[src/rtl/pipe_stage_reg.sv]
// Pipeline stage register with valid/ready handshake, flush and an optional
// 2-entry skid buffer. Control payload reads as CTRL_RST whenever the stage is empty.
module pipe_stage_reg #(
    parameter int                 DATA_W   = 104,
    parameter int                 CTRL_W   = 6,
    parameter logic [CTRL_W-1:0]  CTRL_RST = '0,
    parameter bit                 SKID     = 1'b1
) (
    input  logic              clk,
    input  logic              reset,
    input  logic              flush,
    input  logic              in_valid,
    output logic              in_ready,
    input  logic [DATA_W-1:0] in_data,
    input  logic [CTRL_W-1:0] in_ctrl,
    output logic              out_valid,
    input  logic              out_ready,
    output logic [DATA_W-1:0] out_data,
    output logic [CTRL_W-1:0] out_ctrl,
    output logic [1:0]        occupancy
);

    localparam logic [1:0] ST_EMPTY = 2'd0;
    localparam logic [1:0] ST_ONE   = 2'd1;
    localparam logic [1:0] ST_TWO   = 2'd2;

    logic [1:0]        occ_q, occ_nxt;
    logic [DATA_W-1:0] head_data_q, skid_data_q;
    logic [CTRL_W-1:0] head_ctrl_q, skid_ctrl_q;
    logic              in_ready_q;
    logic              push, pop;
    logic              head_load_in, head_load_skid, skid_load;

    assign out_valid = (occ_q != ST_EMPTY);
    assign push      = in_valid & in_ready & ~flush;
    assign pop       = out_valid & out_ready;

    // Skid mode reports a registered ready so out_ready never reaches in_ready
    // combinationally; reset forces it low while held.
    assign in_ready  = ~reset & (SKID ? in_ready_q : (~out_valid | out_ready));

    always_comb begin
        // NOTE: every output of this block gets a default first so no path leaves
        // a variable unassigned, which would otherwise infer a latch.
        occ_nxt        = occ_q;
        head_load_in   = 1'b0;
        head_load_skid = 1'b0;
        skid_load      = 1'b0;
        case (occ_q)
            ST_EMPTY: begin
                if (push) begin
                    occ_nxt      = ST_ONE;
                    head_load_in = 1'b1;
                end
            end
            ST_ONE: begin
                if (push && pop) begin
                    head_load_in = 1'b1;
                end else if (push && SKID) begin
                    occ_nxt   = ST_TWO;
                    skid_load = 1'b1;
                end else if (pop) begin
                    occ_nxt = ST_EMPTY;
                end
            end
            default: begin
                if (pop) begin
                    occ_nxt        = ST_ONE;
                    head_load_skid = 1'b1;
                end
            end
        endcase
        if (flush) occ_nxt = ST_EMPTY;
    end

    always_ff @(posedge clk or posedge reset) begin
        // NOTE: payload registers are reset too, so out_data reads 0 after reset
        // rather than whatever was left from before.
        if (reset) begin
            occ_q       <= ST_EMPTY;
            in_ready_q  <= 1'b1;
            head_data_q <= '0;
            head_ctrl_q <= CTRL_RST;
            skid_data_q <= '0;
            skid_ctrl_q <= '0;
        end else begin
            // NOTE: non-blocking assignments keep every register sampling the
            // pre-edge values, independent of statement order.
            occ_q      <= occ_nxt;
            in_ready_q <= (occ_nxt != ST_TWO);
            if (head_load_in) begin
                head_data_q <= in_data;
                head_ctrl_q <= in_ctrl;
            end else if (head_load_skid) begin
                head_data_q <= skid_data_q;
                head_ctrl_q <= skid_ctrl_q;
            end
            if (skid_load) begin
                skid_data_q <= in_data;
                skid_ctrl_q <= in_ctrl;
            end
        end
    end

    assign out_data  = head_data_q;
    assign out_ctrl  = out_valid ? head_ctrl_q : CTRL_RST;
    assign occupancy = occ_q;

endmodule
[config.mk]
export PLATFORM = sky130hd
export DESIGN_NAME = pipe_stage_reg
export DESIGN_NICKNAME = d
export VERILOG_FILES = /design/src/rtl/pipe_stage_reg.sv
export SDC_FILE = /design/constraint.sdc
export NUM_CORES = 1
export LEC_CHECK = 0
export CAP_MARGIN = 20
export CORE_MARGIN = 3
export CORE_UTILIZATION = 45
export CTS_BUF_LIST = sky130_fd_sc_hd__clkbuf_2 sky130_fd_sc_hd__clkbuf_4 sky130_fd_sc_hd__clkbuf_8
export CTS_CLUSTER_SIZE = 25
export DETAILED_ROUTE_END_ITERATION = 10
export PLACE_DENSITY = 0.74
export SLEW_MARGIN = 20
export SYNTH_ARGS = -nofsm -noshare
export SYNTH_HDL_FRONTEND = slang
export SYNTH_SLANG_ARGS = --single-unit
[constraint.sdc]
create_clock -name clk -period 9.7 [get_ports clk]
set_input_delay 1.455 -clock clk [delete_from_list [all_inputs] [get_ports clk]]
set_output_delay 1.455 -clock clk [all_outputs]
set_load 0.02 [all_outputs]
==> metrics.cfg, run 1 <==
[finish]
area_delta_synth_final_pct = 32.82
finish.net_count = 1081
multi_input_comb_area_mm2 = 0.003558
drive_above_1_share = 0.1907
antennaDiodeCount = 0
nFillCells = 1639
ff_latch_area_mm2 = 0.005582

[global_route]
antenna_found_initial = 1
first_pass_grt_wire_length_um = 36470
gr-total-overflow = 0
first_global_vias = 7005
grt_max_degree = 151
groute.usage.overall = 0.1977

[synthesis]
synth-async-reset-ratio = 1.000
number_of_unique_standard_cell_types_used_by_synthesis = 25
netlist_top_cells_area = dfrtp_1 58%, mux2_4 14%, a22oi_1 8.7%, nand2_1 4.4%, o21ai_0 4.3%
ys_top_cells_by_count = 222 x dfrtp_1, 111 x nand2_1, 110 x a22oi_1
synth_top_area_share = 0.5835
synth-edff-count = 0
postSynthRegisterBits = 223
yosysSeqAreaShare = 0.5863
synth_top_area_cell = dfrtp_1
synth_fp_nets = 867
ys_dominant_reg_cell = dfrtp_1
synthCells = 752
average_cell_area_after_synthesis_um2 = 12.66
synth.yosys.warnings = 0
post_synth_instance_area_mm2 = 0.009520
post-synth-top-count-cell = dfrtp_1

[sta]
postLayoutSetupSlackWorst_ns = 5.409
setup_viol = 0
part_of_the_cycle_the_worst_path_needs = 0.4424
worstMarginPinSlew_ns = 1.051
fmax_mhz = 233.0
rsz_0062_raised_after_global_routing = no
clock_skew_ns = 0.01102
min_period_ns = 4.291
timing.final.hold_violations = 0
final-max-slew-violation-count = 0
finalSetupTns_ns = 0
slew_headroom = 0.2991

[die]
core_area_mm2 = 0.02049
top_level_i_o_count = 229
placement_rows = 52
die_h_um = 151.5
die-area_mm2 = 0.02294
fp.dieW_um = 151.5
initial_utilization = 0.4645

[route]
route.detailed.drc = 0
vias = 6713
drt_pass1_iterations = 5
vias_per_cell = 5.324
drt_iter0_drc = 405
detail_route.wl_per_cell_um = 18.28
wl_um = 23050
postRouteAntennaNets = 0

[cts]
tritoncts.num_buffers = 37
clock-root-buffer = clkbuf_8
clock_latency_ns = 0.50
h-tree-depth = 2
path_clk_slew_ns = 0.05
cts_resized = 0
cts_tree = built
cts-root-to-sink-buffers = 3
cts_post_setup_buffers_inserted = 0
hold_buffers = 0
number_of_sinks_driven_by_the_clock_tree = 223

[placed_design]
port_buffers = 228
dp_hpwl_um = 14140
finalWeightedCongestion = 0.7629
pre_cts_slack_ns = 5.019

[power]
finalPower_mw = 2.165
power-per-cell-area_mw_per_mm2 = 171.2
total_leakage_power_nw = 5.739
vdd_drop_max_uv = 104.8

[setup_path]
critical_path.max_fanout = 4
crit_path_end_kind = output port
worstPathRequired_ns = 8.25
timing_worst_setup_path_type = in2out
critPathLaunchType = input pin
timing.critical_path.arrival_ns = 2.84

[flow_run]
max_capacitance_violation_count = 0

[worst_hold_path]
timing.hold.worst.class = reg2reg

[run_status]
status = finished, final reports clean

-- final timing paths --
check / from / endpoint / slack [ns] / cells after the start
min: out_data[14]$_DFFE_PP0P_ / out_data[14]$_DFFE_PP0P_ / 0.47 / 2
min in group asynchronous: reset / out_data[62]$_DFFE_PP0P_ / 1.51 / 2
min reg2reg: out_data[14]$_DFFE_PP0P_ / out_data[14]$_DFFE_PP0P_ / 0.47 / 2
max: reset / in_ready / 5.41 / 3
max in group asynchronous: reset / skid_data_q[47]$_DFFE_PP0P_ / 6.66 / 3
max reg2reg: occupancy[1]$_DFF_PP0_ / occupancy[0]$_DFF_PP0_ / 6.69 / 4
-- kinds of logic (layout without fill, tap and decap cells) --
kind of cell / Yosys count / in the layout / synth area share
compound gates: 225 / 225 / 0.1480
buf+inv: 64 / 303 / 0.04324
flops: 223 / 223 / 0.5863
mux: 110 / 110 / 0.1652
simple gates: 130 / 130 / 0.05730
-- cell type report --
class                   instances  area share
well taps                     270     0.02672
clock inverters                 4    0.003859
flip-flops and latches        223      0.4414
repair buffers                236      0.1868
clock buffers                  60     0.05789
multi-input cells             465      0.2814
inverters                       3    0.001880
-- critical path: stages --
cell and delay [ns]:
clkdlybuf4s50_1 0.54, nor2b_1 0.18, clkdlybuf4s50_1 0.65
-- layout by cell type, fill, tap and decap left out --
cell type | Yosys | final
clkdlybuf4s50_1 | 0 | 228
dfrtp_1 | 222 | 222
nand2_1 | 111 | 111
a22oi_1 | 110 | 110
mux2_4 | 89 | 89
o21ai_0 | 82 | 82
clkbuf_8 | 0 | 45
o21ai_1 | 28 | 28
mux2_2 | 21 | 21
clkbuf_4 | 0 | 15
nor2b_1 | 7 | 7
buf_4 | 1 | 7
nand2b_1 | 3 | 2
inv_1 | 3 | 2
nor3b_1 | 3 | 2
a21oi_1 | 2 | 2
nor2_1 | 2 | 2
clkinv_2 | 0 | 2
nand4bb_1 | 1 | 1
or3_4 | 0 | 1
and4bb_1 | 1 | 1
nor2_2 | 1 | 1
o22ai_4 | 0 | 1
nand2b_4 | 0 | 1
nor3b_2 | 0 | 1
o311ai_0 | 1 | 1
o21bai_1 | 1 | 1
clkinv_8 | 0 | 1
inv_6 | 0 | 1
bufinv_16 | 0 | 1
dfstp_2 | 1 | 1
buf_16 | 0 | 1
-- sequential cells by signal, indices dropped and copies added (netlist names) --
name and flops:
occupancy 2, out_data 104, skid_ctrl_q 6, skid_data_q 104, head_ctrl_q 6, in_ready_q 1
-- power breakdown --
part	internal [mW]	switching (mW)
clock network	0.503	0.359
registers	0.994	0.0369
logic	0.146	0.126
total	1.64	0.522
-- layer usage --
| metal | GRT usage | routed length, um |
|---|---|---|
| met4 | 0.04306 | 272 |
| met1 | 0.2761 | 10110 |
| met5 | 0 | 13 |
| met3 | 0.06752 | 2249 |
| met2 | 0.3018 | 10400 |
-- stage by stage --
step	hold slack, ns	area (um2)	util	instances
2_1_floorplan	0.4422	9520	-	752
3_3_place_gp	0.4583	11830	0.5773	1196
3_5_place_dp	0.4626	11830	0.5773	1196
4_1_cts	0.4816	12610	0.6154	1260
5_1_grt	0.4965	12640	0.6170	1261
6_report	0.4744	12640	0.6170	1261
No activity file was read; power rests on OpenSTA's default activity.
==> run 2, diff against run 1 <==
==> constraint.sdc (replaced) <==
create_clock -name clk -period 4.2 [get_ports clk]
set_input_delay 0.63 -clock clk [delete_from_list [all_inputs] [get_ports clk]]
set_output_delay 0.63 -clock clk [all_outputs]
set_load 0.02 [all_outputs]
==> run 2 against run 1 <==
Compared with the run above: via count shrank 1.4%; worst hold slack better by 0.0025 ns; die area unchanged; first-iteration DRC count shrank 22%; routed wire length shrank 0.74%; combinational power rose by 130%; core utilization up 0.87 points.
==> metrics.cfg, run 2 (synthesis gave the netlist of run 1 again) <==
[sta]
fmax_mhz = 345.0
rsz_0062_raised_after_global_routing = no  ; unchanged
min_period_ns = 2.898
worstMarginPinSlew_ns = 0.8570  ; was 1.051 ns
final-max-slew-violation-count = 0  ; unchanged
slew_headroom = 0.4275  ; was 0.2991
setup_viol = 0  ; unchanged
part_of_the_cycle_the_worst_path_needs = 0.6901
finalSetupTns_ns = 0  ; unchanged
timing.final.hold_violations = 0  ; unchanged
clock_skew_ns = 0.01363  ; was 0.01102 ns

[run_status]
status = finished, final reports clean  ; unchanged

[global_route]
gr-total-overflow = 0  ; unchanged
antenna_found_initial = 1  ; unchanged
first_global_vias = 6986  ; was 7005
groute.usage.overall = 0.1990  ; was 0.1977
first_pass_grt_wire_length_um = 36600  ; was 36470 um
grt_max_degree = 115  ; was 151

[cts]
h-tree-depth = 2  ; unchanged
number_of_sinks_driven_by_the_clock_tree = 223  ; unchanged
cts_resized = 0  ; unchanged
cts_post_setup_buffers_inserted = 0  ; unchanged
tritoncts.num_buffers = 38  ; was 37
cts-root-to-sink-buffers = 3  ; unchanged
hold_buffers = 0  ; unchanged
cts_tree = built  ; unchanged
clock-root-buffer = clkbuf_8  ; unchanged
clock_latency_ns = 0.51  ; was 0.50 ns
path_clk_slew_ns = 0.06  ; was 0.05 ns

[setup_path]
worstPathRequired_ns = 3.57  ; was 8.25 ns
timing_worst_setup_path_type = reg2out  ; was in2out
critPathLaunchType = flip-flop  ; was input pin
crit_path_cell_trace = nor2_2, nor2b_1, clkdlybuf4s50_1  ; was clkdlybuf4s50_1, nor2b_1, clkdlybuf4s50_1
crit_path_end_kind = output port  ; unchanged
crit_buf_inv = 1  ; was 2
timing.critical_path.arrival_ns = 2.27  ; was 2.84 ns
critical_path.max_fanout = 11  ; was 4
critPathTopFamily = simple AND/OR/NAND/NOR gates  ; was buffers and inverters
timing.critical_path.slowest_cell_delay_ns = 0.57  ; was 0.65 ns
slowest_cell_on_the_critical_path = clkdlybuf4s50_1  ; unchanged

[placed_design]
dp_hpwl_um = 14380  ; was 14140 um
port_buffers = 228  ; unchanged
finalWeightedCongestion = 0.7509  ; was 0.7629

[power]
share_comb_of_total_power = 0.123  ; was 0.125
internal-power_mw = 3.919  ; was 1.643 mW
share_clk_of_total_power = 0.416  ; was 0.398
swShare = 0.2401  ; was 0.2409
vdd_drop_max_uv = 228.2  ; was 104.8 uV
finalPower_mw = 5.157  ; was 2.165 mW
power-per-cell-area_mw_per_mm2 = 402.2  ; was 171.2 mW/mm2
p_sw_mw = 1.238  ; was 0.5216 mW
total_leakage_power_nw = 5.824  ; was 5.739 nW
share_seq_of_total_power = 0.461  ; was 0.476

[route]
detail_route.wl_per_cell_um = 18.03  ; was 18.28 um
vias_per_cell = 5.217  ; was 5.324
route.detailed.drc = 0  ; unchanged
postRouteAntennaNets = 0  ; unchanged
drt_pass1_iterations = 7  ; was 5
wl_um = 22880  ; was 23050 um
drt_iter0_drc = 315  ; was 405
vias = 6620  ; was 6713

[die]
die_h_um = 151.5  ; unchanged
core_area_mm2 = 0.02049  ; unchanged
initial_utilization = 0.4645  ; unchanged
placement_rows = 52  ; unchanged
top_level_i_o_count = 229  ; unchanged
die-area_mm2 = 0.02294  ; unchanged
fp.dieW_um = 151.5  ; unchanged

[finish]
area_delta_synth_final_pct = 34.68  ; was 32.82%
antennaDiodeCount = 0  ; unchanged
mostFrequentLayoutCells = 228 x clkdlybuf4s50_1, 222 x dfrtp_1, 111 x nand2_1, 110 x a22oi_1, 89 x mux2_4  ; unchanged
drive_above_1_share = 0.1972  ; was 0.1907
nFillCells = 1621  ; was 1639
mostFrequentLayoutCell = clkdlybuf4s50_1  ; unchanged
finish.net_count = 1086  ; was 1081

[worst_hold_path]
timing.hold.worst.class = reg2reg  ; unchanged

[flow_run]
max_capacitance_violation_count = 0  ; unchanged

==> run 2: changes by cell type in the layout (fill, tap and decap cells not counted) <==
cell and delta:
clkinvlp_4 +1, buf_16 -1, clkinv_2 +5, buf_4 -3
inv_6 -1, bufinv_16 +1, buf_12 +8, clkinv_8 -1
clkbuf_4 -7, clkbuf_8 +6
==> run 2: final cells by class <==
type	instances	area [um2]	area share
multi-input combinational	465	3558	0.2775
clock buffer	59	762.0	0.05943
inverter	3	15.01	0.001171
timing repair buffer	240	2472	0.1928
clock inverter	9	95.09	0.007416
tap	270	337.8	0.02635
sequential	223	5582	0.4353
==> run 2: power by group through the flow <==
stage          combinational (mW)  clock (mW)  sequential (mW)
2_1_floorplan               0.260           0             2.47
3_3_place_gp                0.625           0             2.41
3_5_place_dp                0.639           0             2.41
4_1_cts                     0.641        2.21             2.38
5_1_grt                     0.685        2.32             2.40
6_report                    0.632        2.15             2.38
==> run 2: per-stage QoR <==
step	instances	utilization	instance area [um2]	hold slack [ns]	setup WS (ns)
2_1_floorplan	752	-	9524	0.4422	0.6608
3_3_place_gp	1201	0.5838	11970	0.4580	1.254
3_5_place_dp	1201	0.5838	11970	0.4698	1.200
4_1_cts	1269	0.6256	12820	0.4830	1.249
5_1_grt	1269	0.6256	12820	0.4958	1.171
6_report	1269	0.6256	12820	0.4769	1.302
==> run 2: worst min-delay path, stage by stage (launching register included) <==
cell and delay, ns:
dfrtp_1 0.34, nand2_1 0.05, o21ai_0 0.06
==> run 2: final timing paths <==
kind / slack [ns] / startpoint / cells past startpoint / end
max: 1.30 / occupancy[1]$_DFF_PP0_ / 3 / out_ctrl[1]
min: 0.48 / out_data[54]$_DFFE_PP0P_ / 2 / out_data[54]$_DFFE_PP0P_
max reg2reg: 1.97 / in_ready_q$_DFF_PP1_ / 4 / skid_data_q[36]$_DFFE_PP0P_
min reg2reg: 0.48 / out_data[54]$_DFFE_PP0P_ / 2 / out_data[54]$_DFFE_PP0P_
max in group asynchronous: 2.60 / reset / 3 / skid_data_q[14]$_DFFE_PP0P_
min in group asynchronous: 0.74 / reset / 2 / skid_data_q[69]$_DFFE_PP0P_
==> run 2: per-layer routing <==
metal	vias to the layer above	global-route usage	share of wire
met1	3225	0.2810	0.46
met2	229	0.3010	0.44
li1	3137	-	-
met3	27	0.06395	0.083
met4	2	0.04805	0.014
met5	-	0	0.00057
